[src/rtl/reg_file_pkg.sv]
// reg_file_pkg: shared constants and types for the multi-port register file.
//   - DEF_* : default parameter values for reg_file_mp and its sub-modules
//   - REG_ZERO : address of the hardwired-zero register
//   - addr_t / data_t : address and data types at the default widths
package reg_file_pkg;

    localparam int DEF_ADDR_WIDTH = 5;
    localparam int DEF_REG_SIZE   = 32;
    localparam int DEF_NUM_RD     = 2;
    localparam int DEF_NUM_WR     = 1;
    localparam int DEF_ZERO_REG   = 1;

    localparam int unsigned REG_ZERO = 32'd0;

    typedef logic [DEF_ADDR_WIDTH-1:0] addr_t;
    typedef logic [DEF_REG_SIZE-1:0]   data_t;

endpackage

[src/rtl/reg_scoreboard.sv]
// reg_scoreboard: busy bit per register marking an in-flight producer.
// Ports:
//   clk_i, rst_i    clock, asynchronous active-high reset
//   rd_addr_i       per-read-port register address
//   wr_en_i         per-write-port enable (already stripped of zero-register writes)
//   wr_addr_i       per-write-port address
//   claim_i         set busy for claim_addr_i (already stripped of zero-register claims)
//   claim_addr_i    destination being claimed
//   flush_i         clear every busy bit, overriding any claim
//   rd_busy_o       busy and not being written back this cycle
//   busy_cnt_o      registered count of busy registers
module reg_scoreboard
    import reg_file_pkg::*;
#(
    parameter int ADDR_WIDTH = DEF_ADDR_WIDTH,
    parameter int NUM_RD     = DEF_NUM_RD,
    parameter int NUM_WR     = DEF_NUM_WR
) (
    input  logic                                clk_i,
    input  logic                                rst_i,
    input  logic [NUM_RD-1:0][ADDR_WIDTH-1:0]   rd_addr_i,
    input  logic [NUM_WR-1:0]                   wr_en_i,
    input  logic [NUM_WR-1:0][ADDR_WIDTH-1:0]   wr_addr_i,
    input  logic                                claim_i,
    input  logic [ADDR_WIDTH-1:0]               claim_addr_i,
    input  logic                                flush_i,
    output logic [NUM_RD-1:0]                   rd_busy_o,
    output logic [ADDR_WIDTH:0]                 busy_cnt_o
);

    localparam int DEPTH = 2 ** ADDR_WIDTH;

    logic [DEPTH-1:0]    busy_r;
    logic [DEPTH-1:0]    busy_next_s;
    logic [ADDR_WIDTH:0] cnt_next_s;
    logic [ADDR_WIDTH:0] busy_cnt_r;
    logic [NUM_RD-1:0]   rd_hit_s;

    // Next busy vector: flush beats claim, claim beats a retiring write.
    always_comb begin
        busy_next_s = busy_r;
        if (flush_i) begin
            busy_next_s = '0;
        end else begin
            for (int j = 0; j < NUM_WR; j++) begin
                if (wr_en_i[j]) begin
                    busy_next_s[wr_addr_i[j]] = 1'b0;
                end else begin
                    busy_next_s = busy_next_s;
                end
            end
            if (claim_i) begin
                busy_next_s[claim_addr_i] = 1'b1;
            end else begin
                busy_next_s = busy_next_s;
            end
        end
    end

    // Popcount of the next busy vector so the registered count tracks the bits exactly.
    always_comb begin
        cnt_next_s = '0;
        for (int k = 0; k < DEPTH; k++) begin
            cnt_next_s = cnt_next_s + {{ADDR_WIDTH{1'b0}}, busy_next_s[k]};
        end
    end

    // Busy vector and count registers.
    always_ff @(posedge clk_i or posedge rst_i) begin
        if (rst_i) begin
            busy_r     <= '0;
            busy_cnt_r <= '0;
        end else begin
            busy_r     <= busy_next_s;
            busy_cnt_r <= cnt_next_s;
        end
    end

    // Operand busy lookup; a write-back in this cycle hides the busy bit (its data is bypassed).
    always_comb begin
        rd_hit_s  = '0;
        rd_busy_o = '0;
        for (int i = 0; i < NUM_RD; i++) begin
            for (int j = 0; j < NUM_WR; j++) begin
                rd_hit_s[i] = rd_hit_s[i] | (wr_en_i[j] & (wr_addr_i[j] == rd_addr_i[i]));
            end
            rd_busy_o[i] = busy_r[rd_addr_i[i]] & ~rd_hit_s[i];
        end
    end

    assign busy_cnt_o = busy_cnt_r;

endmodule

[src/rtl/reg_file_mp.sv]
// reg_file_mp: multi-port register file with write-to-read bypass,
// optional hardwired-zero register and an operand-busy scoreboard.
// Ports:
//   clk_i, rst_i    clock, asynchronous active-high reset
//   rd_addr_i       NUM_RD read addresses
//   rd_data_o       NUM_RD read data (combinational, bypassed)
//   rd_busy_o       NUM_RD operand-pending flags
//   wr_en_i         NUM_WR write enables
//   wr_addr_i       NUM_WR write addresses
//   wr_data_i       NUM_WR write data; highest port index wins on conflict
//   claim_i         mark claim_addr_i busy from the next cycle
//   claim_addr_i    destination register being claimed
//   flush_i         clear all busy bits at the next edge
//   busy_cnt_o      registered number of busy registers
module reg_file_mp
    import reg_file_pkg::*;
#(
    parameter int ADDR_WIDTH = DEF_ADDR_WIDTH,
    parameter int REG_SIZE   = DEF_REG_SIZE,
    parameter int NUM_RD     = DEF_NUM_RD,
    parameter int NUM_WR     = DEF_NUM_WR,
    parameter int ZERO_REG   = DEF_ZERO_REG
) (
    input  logic                                clk_i,
    input  logic                                rst_i,
    input  logic [NUM_RD-1:0][ADDR_WIDTH-1:0]   rd_addr_i,
    output logic [NUM_RD-1:0][REG_SIZE-1:0]     rd_data_o,
    output logic [NUM_RD-1:0]                   rd_busy_o,
    input  logic [NUM_WR-1:0]                   wr_en_i,
    input  logic [NUM_WR-1:0][ADDR_WIDTH-1:0]   wr_addr_i,
    input  logic [NUM_WR-1:0][REG_SIZE-1:0]     wr_data_i,
    input  logic                                claim_i,
    input  logic [ADDR_WIDTH-1:0]               claim_addr_i,
    input  logic                                flush_i,
    output logic [ADDR_WIDTH:0]                 busy_cnt_o
);

    localparam int DEPTH = 2 ** ADDR_WIDTH;
    localparam logic [ADDR_WIDTH-1:0] ZERO_ADDR = ADDR_WIDTH'(REG_ZERO);
    localparam logic ZERO_EN = (ZERO_REG != 0);

    logic [REG_SIZE-1:0] mem_r [DEPTH];
    logic [NUM_WR-1:0]   wr_en_q_s;
    logic                claim_q_s;

    // Writes and claims aimed at the hardwired-zero register are dropped here,
    // so neither the array, the bypass nor the scoreboard ever sees them.
    always_comb begin
        wr_en_q_s = '0;
        for (int j = 0; j < NUM_WR; j++) begin
            wr_en_q_s[j] = wr_en_i[j] & ~(ZERO_EN & (wr_addr_i[j] == ZERO_ADDR));
        end
    end

    assign claim_q_s = claim_i & ~(ZERO_EN & (claim_addr_i == ZERO_ADDR));

    // Register array; later ports in the loop overwrite earlier ones so the highest index wins.
    always_ff @(posedge clk_i or posedge rst_i) begin
        if (rst_i) begin
            for (int k = 0; k < DEPTH; k++) begin
                mem_r[k] <= '0;
            end
        end else begin
            for (int j = 0; j < NUM_WR; j++) begin
                if (wr_en_q_s[j]) begin
                    mem_r[wr_addr_i[j]] <= wr_data_i[j];
                end
            end
        end
    end

    // Read mux with same-cycle bypass, same highest-port-wins order as the array.
    always_comb begin
        rd_data_o = '0;
        for (int i = 0; i < NUM_RD; i++) begin
            rd_data_o[i] = mem_r[rd_addr_i[i]];
            for (int j = 0; j < NUM_WR; j++) begin
                rd_data_o[i] = (wr_en_q_s[j] && (wr_addr_i[j] == rd_addr_i[i]))
                               ? wr_data_i[j] : rd_data_o[i];
            end
            rd_data_o[i] = (ZERO_EN && (rd_addr_i[i] == ZERO_ADDR)) ? '0 : rd_data_o[i];
        end
    end

    reg_scoreboard #(
        .ADDR_WIDTH (ADDR_WIDTH),
        .NUM_RD     (NUM_RD),
        .NUM_WR     (NUM_WR)
    ) u_scoreboard (
        .clk_i        (clk_i),
        .rst_i        (rst_i),
        .rd_addr_i    (rd_addr_i),
        .wr_en_i      (wr_en_q_s),
        .wr_addr_i    (wr_addr_i),
        .claim_i      (claim_q_s),
        .claim_addr_i (claim_addr_i),
        .flush_i      (flush_i),
        .rd_busy_o    (rd_busy_o),
        .busy_cnt_o   (busy_cnt_o)
    );

endmodule

[config.mk]
export PLATFORM = sky130hd
export DESIGN_NAME = reg_file_mp
export DESIGN_NICKNAME = d
export VERILOG_FILES = /design/src/rtl/reg_file_pkg.sv /design/src/rtl/reg_scoreboard.sv /design/src/rtl/reg_file_mp.sv
export SDC_FILE = /design/constraint.sdc
export NUM_CORES = 2
export LEC_CHECK = 0
export BUFFER_PORTS_ARGS = -buffer_cell sky130_fd_sc_hd__clkbuf_2
export CAP_MARGIN = 20
export CORE_MARGIN = 3
export CORE_UTILIZATION = 69
export DETAILED_ROUTE_END_ITERATION = 7
export PLACE_DENSITY_LB_ADDON = 0.12
export SLEW_MARGIN = 20
export SYNTH_ARGS = -nofsm -noshare
export SYNTH_HDL_FRONTEND = slang
export SYNTH_SLANG_ARGS = --single-unit
[constraint.sdc]
create_clock -name clk_i -period 45.9 [get_ports clk_i]
set_input_delay 2.295 -clock clk_i [delete_from_list [all_inputs] [get_ports clk_i]]
set_output_delay 2.295 -clock clk_i [all_outputs]
set_load 0.1 [all_outputs]
==> impl_metrics.py <==
metrics = {
    "route": {
        "dr.pass1.iters": 6,
        "top_layer_used": "met5",
        "via_count": 39740,
        "wirelength_um": 182200,
        "ant_nets": 0,
        "viasPerCell": 7.613,
        "wl_per_cell_um": 34.91,
        "wl_met3_um": 22160,
        "met1_length_um": 65150,
        "drc": 0,
        "drt_iter0_markers": 4657,
        "wl_met2_um": 81980,
    },
    "clocking": {
        "clock_sinks": 1062,
        "numCtsBuffers": 109,
        "cts_buffer_depth": 3,
        "cts_hold_buf": 0,
        "path_clk_slew_ns": 0.06,
        "cts_root_buffer": "clkbuf_16",
        "post_cts_buffers": 0,
        "cts_tree": "yes",
        "htree_levels": 3,
        "post_cts_resized": 0,
        "insertion_delay_ns": 0.69,
    },
    "sta": {
        "period_share_pct": 20.06,
        "rsz0062_at_grt": "no",
        "worst_pin_slew_ns": 1.213,
        "fmax_ghz": 0.1086,
        "setup_tns_ns": 0,
        "setup_violations": 0,
        "hold_viol": 0,
        "fin_worst_skew_ns": 0.007002,
        "post-route-min-period_ns": 9.206,
        "slew_headroom_pct": 19.16,
        "slew_viol_final": 0,
    },
    "finish": {
        "final_cell_mix": "1082 x mux2_2, 1062 x dfrtp_1, 403 x mux4_2, 224 x mux2i_1, 119 x clkbuf_2",
        "fillers": 5176,
        "nNetsFinal": 4081,
        "syn2layout_area_growth_pct": 7.745,
        "final_area_mm2": 0.06277,
        "final_common_cell": "mux2_2",
        "drive_gt1_share_pct": 47.45,
    },
    "logic_synthesis": {
        "synth_mux_area_share_pct": 40.35,
        "synth_fa_ha_area_share_pct": 0.9966,
        "synthesis.nets": 4226,
        "ys_warn_count": 0,
        "synth_flop_cell": "dfrtp_1",
        "synth.avg_cell_area_um2": 14.08,
        "synth_compound_area_share_pct": 5.529,
        "synthCells": 4137,
        "synth.largest_area_cell": "dfrtp_1",
        "synth-edff-count": 0,
        "synthArstFlopShare_pct": 100.0,
        "synth_top_area_share_pct": 45.62,
        "syn-cell-area_mm2": 0.05825,
        "ys_types": 64,
        "ys_ff_latch": 1062,
        "synth_xor_area_share_pct": 0.1955,
        "yosys.area_share.simple_pct": 3.089,
        "synth_top_family_by_area": "multiplexers",
        "synthTopCellsByArea": "dfrtp_1 46%, mux2_2 21%, mux4_2 16%",
        "yosysSeqAreaShare_pct": 45.62,
    },
    "global_route": {
        "antenna_found_initial": 12,
        "grt_use_total_pct": 42.14,
        "grt_remaining_overflow": 0,
        "grt_max_degree": 137,
        "grt_pass1_wl_um": 268900,
        "grt_pass1_vias": 39960,
    },
    "power": {
        "leakage_nw": 27.98,
        "power_density_mw_per_mm2": 44.18,
        "ir_drop_mv": 0.03476,
    },
    "floorplan": {
        "die_area_mm2": 0.08795,
        "core_area_mm2": 0.08290,
        "rows": 105,
        "initial_utilization_pct": 70.27,
        "fp.dieH_um": 296.6,
        "num_io_pins": 129,
        "die_w_um": 296.6,
    },
    "critical_path": {
        "crit_fanout": 79,
        "cp.required_ns": 43.60,
        "startpoint_type": "input pin",
        "critPathCaptureType": "primary output",
        "arrival_ns": 6.91,
        "crit_type": "input pin to primary output",
    },
    "place": {
        "numPortBuffers": 128,
        "gp_congestion": 0.8626,
        "placed_area_mm2": 0.05897,
        "dp_hpwl_um": 96480,
    },
    "job": {
        "maxCapViolations": 0,
    },
    "worst_hold_path": {
        "hp-class": "flip-flop to flip-flop",
    },
    "run_status": {
        "status": "completed",
    },
}
-- cells in the mapped netlist (35+ instances only) --
cell type and number:
mux2_2 1082, dfrtp_1 1062, mux4_2 403, clkbuf_1 225, mux2i_1 224, buf_2 140, nand2_1 131, nor2_1 86
o22ai_1 72, a22oi_1 61, a21oi_1 50, inv_1 44, buf_4 41, nor3_1 39, a211oi_1 35
-- cell families (layout without fill, tap and decap cells) --
logic type                 after synthesis  in the layout
AOI/OAI and AO/OA                      433            433
xor gates and xnor gates                13             13
adders and majority gates               32             32
buffers and inverters                  510            459
DFF                                   1062           1062
muxes                                 1709           1709
other                                    0             11
and+or+nand+nor                        378            378
-- power by group --
group	total, mW	switching, mW	leakage (nW)	internal [mW]
combinational	0.607	0.295	12.4	0.312
clock	0.930	0.390	1.87	0.540
sequential	1.24	0.128	13.7	1.11
total	2.77	0.813	28.0	1.96
-- worst max-delay path, cell delays in order --
cell,delay (ns)
buf_8,0.52
buf_4,0.83
buf_4,0.72
buf_4,0.63
mux4_2,0.58
nor2b_1,0.14
a211oi_1,0.23
a211oi_1,0.10
a211o_1,0.29
clkbuf_2,0.37
-- area by class of cell --
class	count	area, um^2	area share, %
Multi-Input combinational cell	2565	29460	46.94
Sequential cell	1062	26580	42.34
Clock buffer	163	3281	5.227
Tap cell	1123	1405	2.239
Antenna cell	11	27.53	0.04386
Clock inverter	42	488.0	0.7774
Timing Repair Buffer	209	1350	2.151
Inverter	45	176.4	0.2811
-- stage by stage --
stage | cells | utilization (%) | hold slack [ns] | power [mW] | setup slack, ns
finish | 5220 | 75.71 | 0.4014 | 2.773 | 36.69
global route | 5211 | 75.69 | 0.4151 | 2.871 | 36.38
CTS | 5209 | 75.68 | 0.3989 | 2.767 | 36.67
detailed placement | 5004 | 71.13 | 0.3833 | 1.845 | 36.69
global placement | 5004 | 71.13 | 0.3776 | 1.818 | 36.73
floorplan | 4137 | - | 0.4413 | 1.705 | 13.71
-- routing by layer --
layer | GRT usage (%) | vias up
met1 | 55.92 | 20780
met4 | 25.46 | 8
met5 | 0 | -
met2 | 62.50 | 2632
li1 | - | 15530
met3 | 12.12 | 794
-- sequential cells by signal, indices dropped and copies added, names as in the netlist --
signal                   flops
mem_r                     1024
u_scoreboard.busy_cnt_o      6
u_scoreboard.busy_r         32
-- final timing paths --
kind | startpoint | to | slack [ns] | depth (start not counted)
max reg2reg | u_scoreboard.busy_r[12] | u_scoreboard.busy_cnt_o[4] | 40.63 | 18
max in group asynchronous | rst_i | mem_r[780] | 41.63 | 4
min in group asynchronous | rst_i | u_scoreboard.busy_r[22] | 1.81 | 2
min | mem_r[1009] | mem_r[1009] | 0.40 | 0
max | rd_addr_i[5] | rd_data_o[44] | 36.69 | 10
min reg2reg | mem_r[1009] | mem_r[1009] | 0.40 | 0
(Power assumes the default switching activity.)
